## src/rtl/conv_pkg.sv

```systemverilog
// Shared types and widths for the 1x1 convolution sequencer.
// Used by conv_1x1_seq and conv_seq_loopcnt.
package conv_pkg;

    localparam int GROUP_CH = 8;
    localparam int PIX_W    = 16;
    localparam int GRP_W    = 8;
    localparam int PERF_W   = 32;

    typedef enum logic [1:0] {
        S_IDLE,
        S_RUN,
        S_DRAIN,
        S_DONE
    } state_e;

    typedef struct packed {
        logic [PIX_W-1:0] pixels;
        logic [GRP_W-1:0] cin;
        logic [GRP_W-1:0] cout;
    } cfg_t;

    function automatic logic cfg_valid(input cfg_t c);
        return (c.pixels != '0) && (c.cin != '0) && (c.cout != '0);
    endfunction

endpackage

```

## src/rtl/conv_seq_loopcnt.sv

```systemverilog
// Nested og/pix/cg loop counters for the 1x1 conv sequencer.
// cg is innermost, og outermost; wrap flags mark the last index.
module conv_seq_loopcnt
    import conv_pkg::*;
(
    input  logic             clk,
    input  logic             rst,
    input  logic             clear,
    input  logic             adv,
    input  logic [GRP_W-1:0] cin_max,
    input  logic [PIX_W-1:0] pix_max,
    input  logic [GRP_W-1:0] cout_max,
    output logic [GRP_W-1:0] cg,
    output logic [PIX_W-1:0] pix,
    output logic [GRP_W-1:0] og,
    output logic             cg_wrap,
    output logic             pix_wrap,
    output logic             og_wrap
);

    logic [GRP_W-1:0] cg_q, cg_d;
    logic [PIX_W-1:0] pix_q, pix_d;
    logic [GRP_W-1:0] og_q, og_d;

    assign cg       = cg_q;
    assign pix      = pix_q;
    assign og       = og_q;
    assign cg_wrap  = (cg_q == cin_max);
    assign pix_wrap = (pix_q == pix_max);
    assign og_wrap  = (og_q == cout_max);

    always_comb begin
        cg_d  = cg_q;
        pix_d = pix_q;
        og_d  = og_q;
        if (clear) begin
            cg_d  = '0;
            pix_d = '0;
            og_d  = '0;
        end else if (adv) begin
            if (!cg_wrap) begin
                cg_d = cg_q + 1'b1;
            end else begin
                cg_d = '0;
                if (!pix_wrap) begin
                    pix_d = pix_q + 1'b1;
                end else begin
                    pix_d = '0;
                    og_d  = og_wrap ? '0 : og_q + 1'b1;
                end
            end
        end
    end

    always_ff @(posedge clk or negedge rst) begin
        if (!rst) begin
            cg_q  <= '0;
            pix_q <= '0;
            og_q  <= '0;
        end else begin
            cg_q  <= cg_d;
            pix_q <= pix_d;
            og_q  <= og_d;
        end
    end

endmodule

```

## src/rtl/conv_1x1_seq.sv

```systemverilog
// 1x1 convolution job sequencer: issues pixel/weight reads, tracks results.
// Define CONV_SEQ_PERF_EN to add perf_cycles/perf_stalls counters.
module conv_1x1_seq
    import conv_pkg::*;
#(
    parameter int ADDR_W  = 16,
    parameter int MAX_OUT = 8
) (
    input  logic              clk,
    input  logic              rst,
    input  logic              start,
    input  logic [PIX_W-1:0]  cfg_pixels,
    input  logic [GRP_W-1:0]  cfg_cin_grp,
    input  logic [GRP_W-1:0]  cfg_cout_grp,
    input  logic              stall,
    output logic              pix_rd,
    output logic [ADDR_W-1:0] pix_addr,
    output logic              wt_rd,
    output logic [ADDR_W-1:0] wt_addr,
    output logic [GRP_W-1:0]  bias_addr,
    output logic              conv_valid_in,
    output logic              conv_last_channel,
    input  logic              conv_data_valid,
    output logic              busy,
    output logic              done
`ifdef CONV_SEQ_PERF_EN
    ,
    output logic [PERF_W-1:0] perf_cycles,
    output logic [PERF_W-1:0] perf_stalls
`endif
);

    localparam int OUT_W = $clog2(MAX_OUT + 1);

    state_e           state_q, state_d;
    cfg_t             cfg_q, cfg_d;
    cfg_t             cfg_in;
    logic [OUT_W-1:0] outst_q, outst_d;
    logic             vld_q, vld_d;
    logic             last_q, last_d;
    logic             busy_q, busy_d;
    logic             done_q, done_d;

    logic             accept;
    logic             room;
    logic             issue;
    logic             inc;
    logic             dec;
    logic             last_beat;

    logic [GRP_W-1:0] cg;
    logic [PIX_W-1:0] pix;
    logic [GRP_W-1:0] og;
    logic             cg_wrap;
    logic             pix_wrap;
    logic             og_wrap;

    logic [ADDR_W-1:0] pa;
    logic [ADDR_W-1:0] wa;

    assign cfg_in = '{pixels: cfg_pixels,
                      cin:    cfg_cin_grp,
                      cout:   cfg_cout_grp};

    assign accept    = (state_q == S_IDLE) && start;
    assign room      = (outst_q != OUT_W'(MAX_OUT));
    assign issue     = (state_q == S_RUN) && !stall && room;
    assign inc       = issue && cg_wrap;
    assign dec       = conv_data_valid && (outst_q != '0);
    assign last_beat = cg_wrap && pix_wrap && og_wrap;

    conv_seq_loopcnt u_loopcnt (
        .clk      (clk),
        .rst      (rst),
        .clear    (accept),
        .adv      (issue),
        .cin_max  (cfg_q.cin - 8'd1),
        .pix_max  (cfg_q.pixels - 16'd1),
        .cout_max (cfg_q.cout - 8'd1),
        .cg       (cg),
        .pix      (pix),
        .og       (og),
        .cg_wrap  (cg_wrap),
        .pix_wrap (pix_wrap),
        .og_wrap  (og_wrap)
    );

    // Products wrap at ADDR_W bits by construction of the casts.
    assign pa = ADDR_W'(pix) * ADDR_W'(cfg_q.cin) + ADDR_W'(cg);
    assign wa = ADDR_W'(og) * ADDR_W'(cfg_q.cin) + ADDR_W'(cg);

    assign pix_rd            = issue;
    assign wt_rd             = issue;
    assign pix_addr          = issue ? pa : '0;
    assign wt_addr           = issue ? wa : '0;
    assign bias_addr         = og;
    assign conv_valid_in     = vld_q;
    assign conv_last_channel = last_q;
    assign busy              = busy_q;
    assign done              = done_q;

    always_comb begin
        outst_d = outst_q;
        if (accept) begin
            outst_d = '0;
        end else if (inc && !dec) begin
            outst_d = outst_q + 1'b1;
        end else if (dec && !inc) begin
            outst_d = outst_q - 1'b1;
        end
    end

    always_comb begin
        state_d = state_q;
        cfg_d   = cfg_q;
        unique case (state_q)
            S_IDLE: begin
                if (start) begin
                    if (cfg_valid(cfg_in)) begin
                        state_d = S_RUN;
                        cfg_d   = cfg_in;
                    end else begin
                        state_d = S_DONE;
                    end
                end
            end
            S_RUN: begin
                if (issue && last_beat) begin
                    state_d = S_DRAIN;
                end
            end
            S_DRAIN: begin
                // Wait for the delayed last beat and every result.
                if ((outst_d == '0) && !vld_q) begin
                    state_d = S_DONE;
                end
            end
            S_DONE: begin
                state_d = S_IDLE;
            end
            default: begin
                state_d = S_IDLE;
            end
        endcase
    end

    assign vld_d  = issue;
    assign last_d = issue && cg_wrap;
    assign busy_d = (state_d == S_RUN) || (state_d == S_DRAIN);
    assign done_d = (state_d == S_DONE);

    always_ff @(posedge clk or negedge rst) begin
        if (!rst) begin
            state_q <= S_IDLE;
            cfg_q   <= '0;
            outst_q <= '0;
            vld_q   <= 1'b0;
            last_q  <= 1'b0;
            busy_q  <= 1'b0;
            done_q  <= 1'b0;
        end else begin
            state_q <= state_d;
            cfg_q   <= cfg_d;
            outst_q <= outst_d;
            vld_q   <= vld_d;
            last_q  <= last_d;
            busy_q  <= busy_d;
            done_q  <= done_d;
        end
    end

`ifdef CONV_SEQ_PERF_EN
    logic [PERF_W-1:0] pcyc_q, pcyc_d;
    logic [PERF_W-1:0] pstl_q, pstl_d;

    always_comb begin
        pcyc_d = pcyc_q;
        pstl_d = pstl_q;
        if (accept) begin
            pcyc_d = '0;
            pstl_d = '0;
        end else begin
            if (busy_q && (pcyc_q != '1)) begin
                pcyc_d = pcyc_q + 1'b1;
            end
            if ((state_q == S_RUN) && !issue && (pstl_q != '1)) begin
                pstl_d = pstl_q + 1'b1;
            end
        end
    end

    always_ff @(posedge clk or negedge rst) begin
        if (!rst) begin
            pcyc_q <= '0;
            pstl_q <= '0;
        end else begin
            pcyc_q <= pcyc_d;
            pstl_q <= pstl_d;
        end
    end

    assign perf_cycles = pcyc_q;
    assign perf_stalls = pstl_q;
`endif

endmodule

```

## config.mk

```make
export PLATFORM = sky130hd
export DESIGN_NAME = conv_1x1_seq
export DESIGN_NICKNAME = d
export VERILOG_FILES = /design/src/rtl/conv_pkg.sv /design/src/rtl/conv_seq_loopcnt.sv /design/src/rtl/conv_1x1_seq.sv
export SDC_FILE = /design/constraint.sdc
export NUM_CORES = 1
export LEC_CHECK = 0
export ABC_AREA = 1
export BUFFER_PORTS_ARGS = -buffer_cell sky130_fd_sc_hd__buf_2
export CAP_MARGIN = 20
export CORE_UTILIZATION = 69
export CTS_BUF_LIST = sky130_fd_sc_hd__clkbuf_2 sky130_fd_sc_hd__clkbuf_4 sky130_fd_sc_hd__clkbuf_8
export DETAILED_ROUTE_END_ITERATION = 6
export PLACE_DENSITY_LB_ADDON = 0.2
export SLEW_MARGIN = 20
export SYNTH_ARGS = -nofsm -noshare
export SYNTH_HDL_FRONTEND = slang
export SYNTH_SLANG_ARGS = --single-unit
export TNS_END_PERCENT = 1
```

## constraint.sdc

```tcl
create_clock -name clk -period 14.9 [get_ports clk]
set_input_delay 3.725 -clock clk [delete_from_list [all_inputs] [get_ports clk]]
set_output_delay 3.725 -clock clk [all_outputs]
set_load 0.005 [all_outputs]
```

==> impl_metrics.csv, run 1 <==
group,metric,value,unit
setup_path,startpoint_type,"input port",
worst_hold_path,whs_path_depth,1,
cts,cts_sinks,74,
setup_path,crit_buf_inv,3,
yosys,ys_seq_elements,74,
run,cap_viol_max_count,0,
global_route,globalRouteMet3Util,2.29,%
cts,clk_pin_slew,70,ps
routing,avgRoutedWirePerCell,13.2,um
layout,multi_input_area,7000,um^2
global_route,grt-ovfl-total,0,
layout,final_nets,1720,
timing,slew_headroom,31.7,%
yosys,yosysTopAreaCellShare,21.1,%
layout,nFillCells,1128,
placement,place_congestion,0.877,
setup_path,worstPathRequired,11180,ps
setup_path,end_kind,"output port",
global_route,grt_pass1_vias,8653,
cts,clockBufferDepth,2,
routing,viasPerCell,5.32,
placement,hpwl,17600,um
timing,rsz0062_at_grt,"false",
global_route,met1_usage,41.8,%
routing,antenna_left,0,
setup_path,critical-path-max-stage-delay,810,ps
yosys,ys.flop_type,"dfrtp_1",
yosys,post-synth-top-count-cell,"inv_1",
yosys,syn_nets,1681,
routing,drc_errors,5,
setup_path,critical_path_class,"in -> out",
timing,finalCriticalPeriod,9540,ps
yosys,yosys_warnings,0,
setup_path,arrival,5810,ps
die,num_rows,44,
yosys,netlist_area,10500,um^2
routing,wl,22200,um
setup_path,r2r-start,"cfg_q[8]",
yosys,synthDistinctLibCells,47,
setup_path,crit_family,"compound AO/OA/AOI/OAI gates",
worst_hold_path,hold_end,"cfg_q[31]",
yosys,synthTopCellsByCount,"inv_1, nand2_1, fa_1",
die,die_height,126,um
layout,area_delta_synth_final,5.63,%
yosys,ys_seq_area_share,17.6,%
die,initial_utilization,71.7,%
cts,cts_setup_buffers,0,
global_route,antenna_found_initial,0,
routing,drt_pre_antenna_iters,7,
layout,diodes,0,
worst_hold_path,hp-class,"reg -> reg",
timing,fmax,0.105,GHz
timing,final_hold_viol_count,0,
cts,cts_tree,"done",
timing,fin_crit_sh,64.0,%
timing,worstMarginPinSlew,1020,ps
global_route,grt_usage,30.2,%
setup_path,reg2reg_to,"busy",
global_route,grt_start_max_net_pins,75,
yosys,synthCells,1456,
timing,hold_slack,531,ps
cts,cts_buffers,9,
cts,worstSkewPairLatency,350,ps
layout,drive_gt1_share,10.2,%
setup_path,ff2ff_setup_slack,11230,ps
routing,dr.first_iter.drc_count,644,
run_status,status,"complete, but fails checks",
die,die_w,126,um
layout,area.sequential,1850,um^2
yosys,avgSynthCellArea,7.24,um^2
cts,cts_root_buffer,"clkbuf_8",
global_route,busiest_layer,"met2",
global_route,grtUsageMet2,51.0,%
routing,vias,8967,
timing,maxSlewViolCount,0,
cts,holdBufCountCts,0,
yosys,synth_edf_count,0,
run_status,violations,"DRC",
die,fp.dieArea,15800,um^2
layout,final_util,75.8,%
timing,setup_viol,0,
setup_path,slowest_stage,"o21a_1",
setup_path,cp_max_fo,26,
timing,finalClockSkew,7.75,ps
cts,cts.htree.levels,3,
placement,io_buffers,82,
setup_path,reg2reg_depth,19,
yosys,postSynth.asyncResetShare,100,%
yosys,yosysTopAreaCell,"fa_1",
cts,cts_resized,0,
die,core,14700,um^2
die,top_level_ports,83,
yosys,synthTopCellsByArea,"fa_1, dfrtp_1, inv_1, nand2_1, ha_1",
worst_hold_path,hold_path_startpoint,"cfg_q[31]",
global_route,grt_pass1_wl,38800,um
setup_path,crit_chain,"buf_2 -> nor2_1 -> o21a_1 -> inv_1 -> a21oi_1 -> o21a_1 -> buf_2",
timing,fin_setup_tns,0,ps
## sequential cells by signal (all words and copies together), names as in the netlist, 2 cells and up
| register | flops |
|---|---|
| u_loopcnt.pix | 16 |
| u_loopcnt.cg | 8 |
| state_q | 2 |
| outst_q | 4 |
| u_loopcnt.og | 8 |
| cfg_q | 32 |
## cells by family after synthesis
family,after synthesis,share of synthesized area (%)
AO/OA/AOI/OAI,130,6.84
XOR/XNOR,67,5.57
adder cells (fa/ha/maj),188,30.2
buffers and inverters,435,16.2
flip-flops,74,17.6
multiplexers,7,0.748
AND/OR/NAND/NOR,555,22.9
## worst max-delay path by stage
stage / depth (start not counted) / end / from / slack (ps)
floorplan: 5 / wt_addr[10] / stall / 6610
global placement: 7 / wt_addr[7] / stall / 5410
detailed placement: 7 / pix_addr[7] / stall / 5310
CTS: 7 / pix_addr[7] / stall / 5320
global route: 7 / pix_addr[7] / stall / 5190
finish: 7 / pix_addr[7] / stall / 5360
## area by class of cell
cell class	instances	share of cell area (%)
inverter	378	12.8
clock buffer	11	1.30
clock inverter	5	0.483
multi-input combinational	947	62.8
tap	184	2.07
timing repair buffer	85	3.89
sequential	74	16.6
## layer usage
metal	routed length [um]	vias up
met2	10600	320
met3	1450	35
met1	9780	4204
met4	412	0
li1	-	4408
met5	0	-
## cells in the final DEF (no fill, tap or decap), drive strengths merged, types with 5 or more instances in the layout
cell | netlist | layout
nand4 | 14 | 14
fa | 111 | 111
clkbuf | 36 | 11
buf | 21 | 85
nor3 | 20 | 20
dfrtp | 74 | 74
nand2 | 342 | 342
a21oi | 38 | 38
mux2 | 7 | 7
xor2 | 42 | 42
nand3 | 52 | 52
nor4 | 9 | 9
clkinv | 1 | 5
inv | 377 | 377
nor2 | 108 | 108
xnor2 | 25 | 25
o21ai | 74 | 74
ha | 77 | 77
## metrics by stage
stage               std cells  setup WS, ps  instance area [um^2]
floorplan                1456          6610                 10500
global placement         1668          5410                 10900
detailed placement       1668          5310                 10900
CTS                      1684          5320                 11100
global route             1684          5190                 11100
finish                   1684          5360                 11100
Power of run 1 is left out: the tool's default activity adds up to more than one toggle a clock period on the data nets, which glitch-free logic cannot reach.
==> inputs of run 2 (changes only) <==
--- a/config.mk
+++ b/config.mk
@@ -8,7 +8,7 @@
 export ABC_AREA = 1
 export BUFFER_PORTS_ARGS = -buffer_cell sky130_fd_sc_hd__buf_2
 export CAP_MARGIN = 20
-export CORE_UTILIZATION = 69
+export CORE_UTILIZATION = 58
 export CTS_BUF_LIST = sky130_fd_sc_hd__clkbuf_2 sky130_fd_sc_hd__clkbuf_4 sky130_fd_sc_hd__clkbuf_8
 export DETAILED_ROUTE_END_ITERATION = 6
 export PLACE_DENSITY_LB_ADDON = 0.2
==> constraint.sdc (replaced) <==
create_clock -name clk -period 8.6 [get_ports clk]
set_input_delay 2.15 -clock clk [delete_from_list [all_inputs] [get_ports clk]]
set_output_delay 2.15 -clock clk [all_outputs]
set_load 0.005 [all_outputs]
==> impl_metrics.csv, run 2 (synthesis gave the netlist of run 1 again) <==
group,metric,value,unit
run_status,status,"finished clean",
setup_path,critical-path-max-stage-delay,1010,ps
routing,dr.first_iter.drc_count,542,
layout,mostFrequentLayoutCells,"inv_1, nand2_1, fa_1",
timing,slew_headroom,30.2,%
layout,drive_gt1_share,10.3,%
routing,drt_pre_antenna_iters,6,
placement,hpwl,18000,um
worst_hold_path,hp-class,"reg -> reg",
placement,place_area,11000,um^2
worst_hold_path,hold_end,"cfg_q[31]",
routing,vias,8869,
global_route,antenna_found_initial,0,
timing,finalCriticalPeriod,7560,ps
timing,maxSlewViolCount,0,
routing,drc_errors,0,
timing,fin_crit_sh,87.9,%
timing,worstMarginPinSlew,1050,ps
timing,fmax,0.132,GHz
timing,hold_slack,542,ps
run,cap_viol_max_count,0,
cts,cts_resized,0,
setup_path,crit_chain,"nand2_1 -> fa_1 -> inv_1 -> fa_1 -> fa_1 -> inv_1 -> fa_1 -> inv_1 -> ha_1 -> nand2_1 -> nor3_1 -> nand3_1 -> o2111ai_1 -> nand2_1 -> inv_1 -> o21ai_0 -> nand2_1 -> nand3_1 -> nand2_1 -> nor2_1 -> buf_2",
cts,clk_pin_slew,80,ps
layout,area_delta_synth_final,6.43,%
cts,cts_setup_buffers,0,
setup_path,slowest_stage,"dfrtp_1",
setup_path,end_kind,"output port",
setup_path,ff2ff_setup_slack,4940,ps
global_route,grt-ovfl-total,0,
timing,setup_viol,0,
layout,final_common_cell,"inv_1",
placement,io_buffers,82,
cts,holdBufCountCts,0,
layout,final_area,11200,um^2
placement,place_congestion,0.864,
global_route,grt_pass1_wl,38500,um
layout,final_nets,1721,
cts,worstSkewPairLatency,370,ps
cts,cts_buffers,9,
routing,wl,22600,um
die,die_w,137,um
timing,fin_setup_tns,0,ps
timing,finalClockSkew,11.5,ps
layout,final_util,64.0,%
die,die_height,137,um
setup_path,r2r-start,"cfg_q[8]",
routing,antenna_left,0,
setup_path,cpMostUsedCell,"nand2_1",
global_route,grt_start_max_net_pins,75,
cts,cts_sinks,74,
cts,cts_tree,"done",
setup_path,cp_max_fo,26,
worst_hold_path,hold_path_startpoint,"cfg_q[31]",
setup_path,reg2reg_depth,19,
worst_hold_path,whs_path_depth,1,
cts,clockBufferDepth,2,
die,core,17500,um^2
setup_path,arrival,5410,ps
setup_path,reg2reg_to,"busy",
cts,cts.htree.levels,3,
setup_path,worstPathRequired,6450,ps
die,top_level_ports,83,
layout,diodes,0,
routing,avgRoutedWirePerCell,13.1,um
die,num_rows,48,
layout,multi_input_area,7000,um^2
setup_path,critical_path_class,"reg -> out",
timing,final_hold_viol_count,0,
setup_path,startpoint_type,"register",
layout,top_register,"cfg_q",
cts,cts_root_buffer,"clkbuf_8",
die,initial_utilization,60.1,%
die,fp.dieArea,18700,um^2
global_route,grt_pass1_vias,8544,
routing,viasPerCell,5.14,
timing,rsz0062_at_grt,"false",
global_route,grt_usage,25.9,%
layout,area.sequential,1850,um^2
layout,largest_reg_flops,32,
layout,nFillCells,1623,
==> run 2: cell types whose count changed in the layout (fill, tap and decap cells not counted) <==
cell	change
clkinv_2	-3
clkinvlp_4	+3
buf_4	+2
buf_2	-1
bufinv_16	+1
clkbuf_8	-1
==> run 2: worst max-delay path by stage <==
stage / endpoint / startpoint / slack (ps)
2_1_floorplan: pix_addr[14] / cfg_q[12] / 1960
3_3_place_gp: pix_addr[15] / cfg_q[8] / 1650
3_5_place_dp: pix_addr[15] / cfg_q[11] / 1510
4_1_cts: pix_addr[15] / cfg_q[11] / 1090
5_1_grt: pix_addr[15] / cfg_q[11] / 770
6_report: pix_addr[15] / cfg_q[11] / 1040
==> run 2: worst max-delay path: cells and delay by family, from the launching register on <==
kind,cells,cell delay [ps]
simple gates,9,1040
buf+inv,5,330
fa+ha+maj,5,2410
flops,1,1010
compound gates,2,250
==> run 2: routing by layer <==
layer  vias to the layer above  GRT usage, %  part of all wire, %
met3                        40          2.67                  4.6
met4                         0          7.08                  1.9
met1                      4168          35.2                   47
li1                       4412             -                    -
met5                         -             0                    0
met2                       249          44.2                   47
==> run 2: final cells by class <==
cell class / instances / share of cell area (%)
multi-input combinational: 947 / 62.3
sequential: 74 / 16.5
inverter: 378 / 12.7
timing repair buffer: 86 / 3.95
tap: 225 / 2.51
clock buffer: 10 / 1.17
clock inverter: 6 / 0.814
==> run 2: stage by stage <==
step	instances	worst slack [ps]
2_1_floorplan	1456	1960
3_3_place_gp	1710	1650
3_5_place_dp	1710	1510
4_1_cts	1726	1090
5_1_grt	1726	775
6_report	1726	1040
Power of run 2 is left out for the same reason.
==> inputs of run 3 (changes only) <==
--- a/config.mk
+++ b/config.mk
@@ -8,6 +8,7 @@
 export ABC_AREA = 1
 export BUFFER_PORTS_ARGS = -buffer_cell sky130_fd_sc_hd__buf_2
 export CAP_MARGIN = 20
+export CORE_ASPECT_RATIO = 0.75
 export CORE_UTILIZATION = 58
 export CTS_BUF_LIST = sky130_fd_sc_hd__clkbuf_2 sky130_fd_sc_hd__clkbuf_4 sky130_fd_sc_hd__clkbuf_8
 export DETAILED_ROUTE_END_ITERATION = 6
==> impl_metrics.csv, run 3 (synthesis gave the netlist of run 1 again) <==
group,metric,value,unit
run_status,status,"finished clean",
cts,clockBufferDepth,2,
setup_path,cpMostUsedCell,"nand2_1",
die,top_level_ports,83,
setup_path,r2r-start,"cfg_q[8]",
run,cap_viol_max_count,0,
die,die_w,158,um
setup_path,crit_family,"adder cells",
worst_hold_path,hold_end,"cfg_q[7]",
setup_path,worstPathRequired,6450,ps
die,fp.dieArea,18700,um^2
worst_hold_path,hold_path_startpoint,"cfg_q[7]",
die,initial_utilization,59.5,%
global_route,grt_pass1_vias,8604,
global_route,grt-ovfl-total,0,
cts,cts_setup_buffers,0,
cts,cts_root_buffer,"clkbuf_8",
routing,avgRoutedWirePerCell,13.1,um
timing,final_hold_viol_count,0,
setup_path,cp-startpoint,"cfg_q[9]",
layout,area_delta_synth_final,6.85,%
placement,io_buffers,82,
worst_hold_path,whs_path_depth,1,
timing,finalCriticalPeriod,7450,ps
worst_hold_path,hp-class,"reg -> reg",
setup_path,cp_num_cells,21,
timing,fin_crit_sh,86.6,%
routing,dr.first_iter.drc_count,568,
timing,finalClockSkew,12.0,ps
global_route,grt_usage,27.1,%
routing,wl,22900,um
setup_path,end_kind,"output port",
cts,cts_sinks,74,
layout,final_common_cell,"inv_1",
setup_path,arrival,5300,ps
global_route,grt_pass1_wl,40400,um
die,num_rows,42,
layout,drive_gt1_share,10.2,%
setup_path,startpoint_type,"register",
setup_path,cp_max_fo,25,
cts,cts_tree,"done",
die,die_height,119,um
timing,rsz0062_at_grt,"false",
cts,cts_resized,0,
setup_path,reg2reg_to,"busy",
global_route,grt_start_max_net_pins,75,
timing,fmax,0.134,GHz
setup_path,critical-path-max-stage-delay,990,ps
cts,cts_buffers,9,
layout,mostFrequentLayoutCells,"inv_1, nand2_1, fa_1",
setup_path,reg2reg_depth,19,
timing,slew_headroom,34.3,%
timing,worstMarginPinSlew,986,ps
layout,top_register,"cfg_q",
setup_path,slowest_stage,"dfrtp_1",
cts,worstSkewPairLatency,350,ps
routing,antenna_left,0,
routing,vias,8701,
global_route,antenna_found_initial,0,
placement,place_congestion,0.880,
cts,cts.htree.levels,3,
setup_path,ff2ff_setup_slack,5040,ps
setup_path,crit_chain,"nand2_1 -> fa_1 -> inv_1 -> fa_1 -> inv_1 -> fa_1 -> fa_1 -> inv_1 -> ha_1 -> a21oi_1 -> o21ai_0 -> nand2_1 -> o2111ai_1 -> nand2_1 -> inv_1 -> o21ai_0 -> nand2_1 -> nand3_1 -> nand2_1 -> nor2_1 -> buf_2",
timing,maxSlewViolCount,0,
setup_path,crit_buf_inv,5,
cts,clk_pin_slew,80,ps
cts,holdBufCountCts,0,
setup_path,critical_path_class,"reg -> out",
routing,drc_errors,0,
layout,largest_reg_flops,32,
placement,hpwl,18400,um
routing,viasPerCell,4.99,
layout,diodes,0,
layout,final_nets,1721,
routing,drt_pre_antenna_iters,5,
timing,setup_viol,0,
timing,fin_setup_tns,0,ps
die,core,17700,um^2
==> run 3: cell count changes in the layout (fill, tap and decap cells not counted) <==
| cell | delta |
|---|---|
| buf_4 | -2 |
| clkinv_2 | +1 |
| buf_2 | +1 |
| bufinv_16 | +1 |
| clkinvlp_4 | -3 |
| buf_12 | +1 |
==> run 3: worst max path at each step <==
stage / end / slack (ps)
after global routing: wt_addr[15] / 690
after global placement: pix_addr[15] / 1630
final: pix_addr[15] / 1150
after CTS: pix_addr[15] / 1160
after detailed placement: pix_addr[15] / 1550
after floorplan: pix_addr[14] / 1960
==> run 3: area by class of cell <==
type | instances | area [um^2]
fill | 1604 | 6440
sequential | 74 | 1850
clock buffer | 10 | 131
tap | 242 | 303
multi-input combinational | 947 | 7000
inverter | 378 | 1430
timing repair buffer | 86 | 453
clock inverter | 5 | 104
==> run 3: worst reg2reg max path: stages (launching register included) <==
cell and delay [ps]:
dfrtp_1 940, inv_2 200, ha_1 350, inv_1 90
nand2_1 60, nand2_1 70, nand2_1 40, nand2_1 60
nand3_1 70, nor2_1 290, nand3_1 220, nand2_1 210
nand2_1 60, o21ai_0 80, inv_1 50, nor2_1 130
nor2_1 60, nand2_1 60, nand3_1 90, ha_1 330
==> run 3: layer usage <==
| metal | global-route usage [%] | wire [um] | vias up |
|---|---|---|---|
| li1 | - | - | 4404 |
| met1 | 39.9 | 11300 | 4076 |
| met2 | 41.6 | 10100 | 199 |
| met3 | 4.62 | 1240 | 22 |
| met4 | 5.58 | 250 | 0 |
| met5 | 0 | 0 | - |
==> run 3: per-stage QoR <==
| stage | std cells | instance area [um^2] | hold slack (ps) | utilization [%] | worst slack [ps] |
|---|---|---|---|---|---|
| 2_1_floorplan | 1456 | 10500 | 501 | - | 1960 |
| 3_3_place_gp | 1726 | 11000 | 511 | 62.2 | 1630 |
| 3_5_place_dp | 1726 | 11000 | 520 | 62.2 | 1550 |
| 4_1_cts | 1741 | 11200 | 539 | 63.5 | 1160 |
| 5_1_grt | 1742 | 11300 | 566 | 63.6 | 694 |
| 6_report | 1742 | 11300 | 534 | 63.6 | 1150 |
Power of run 3 is left out for the same reason.
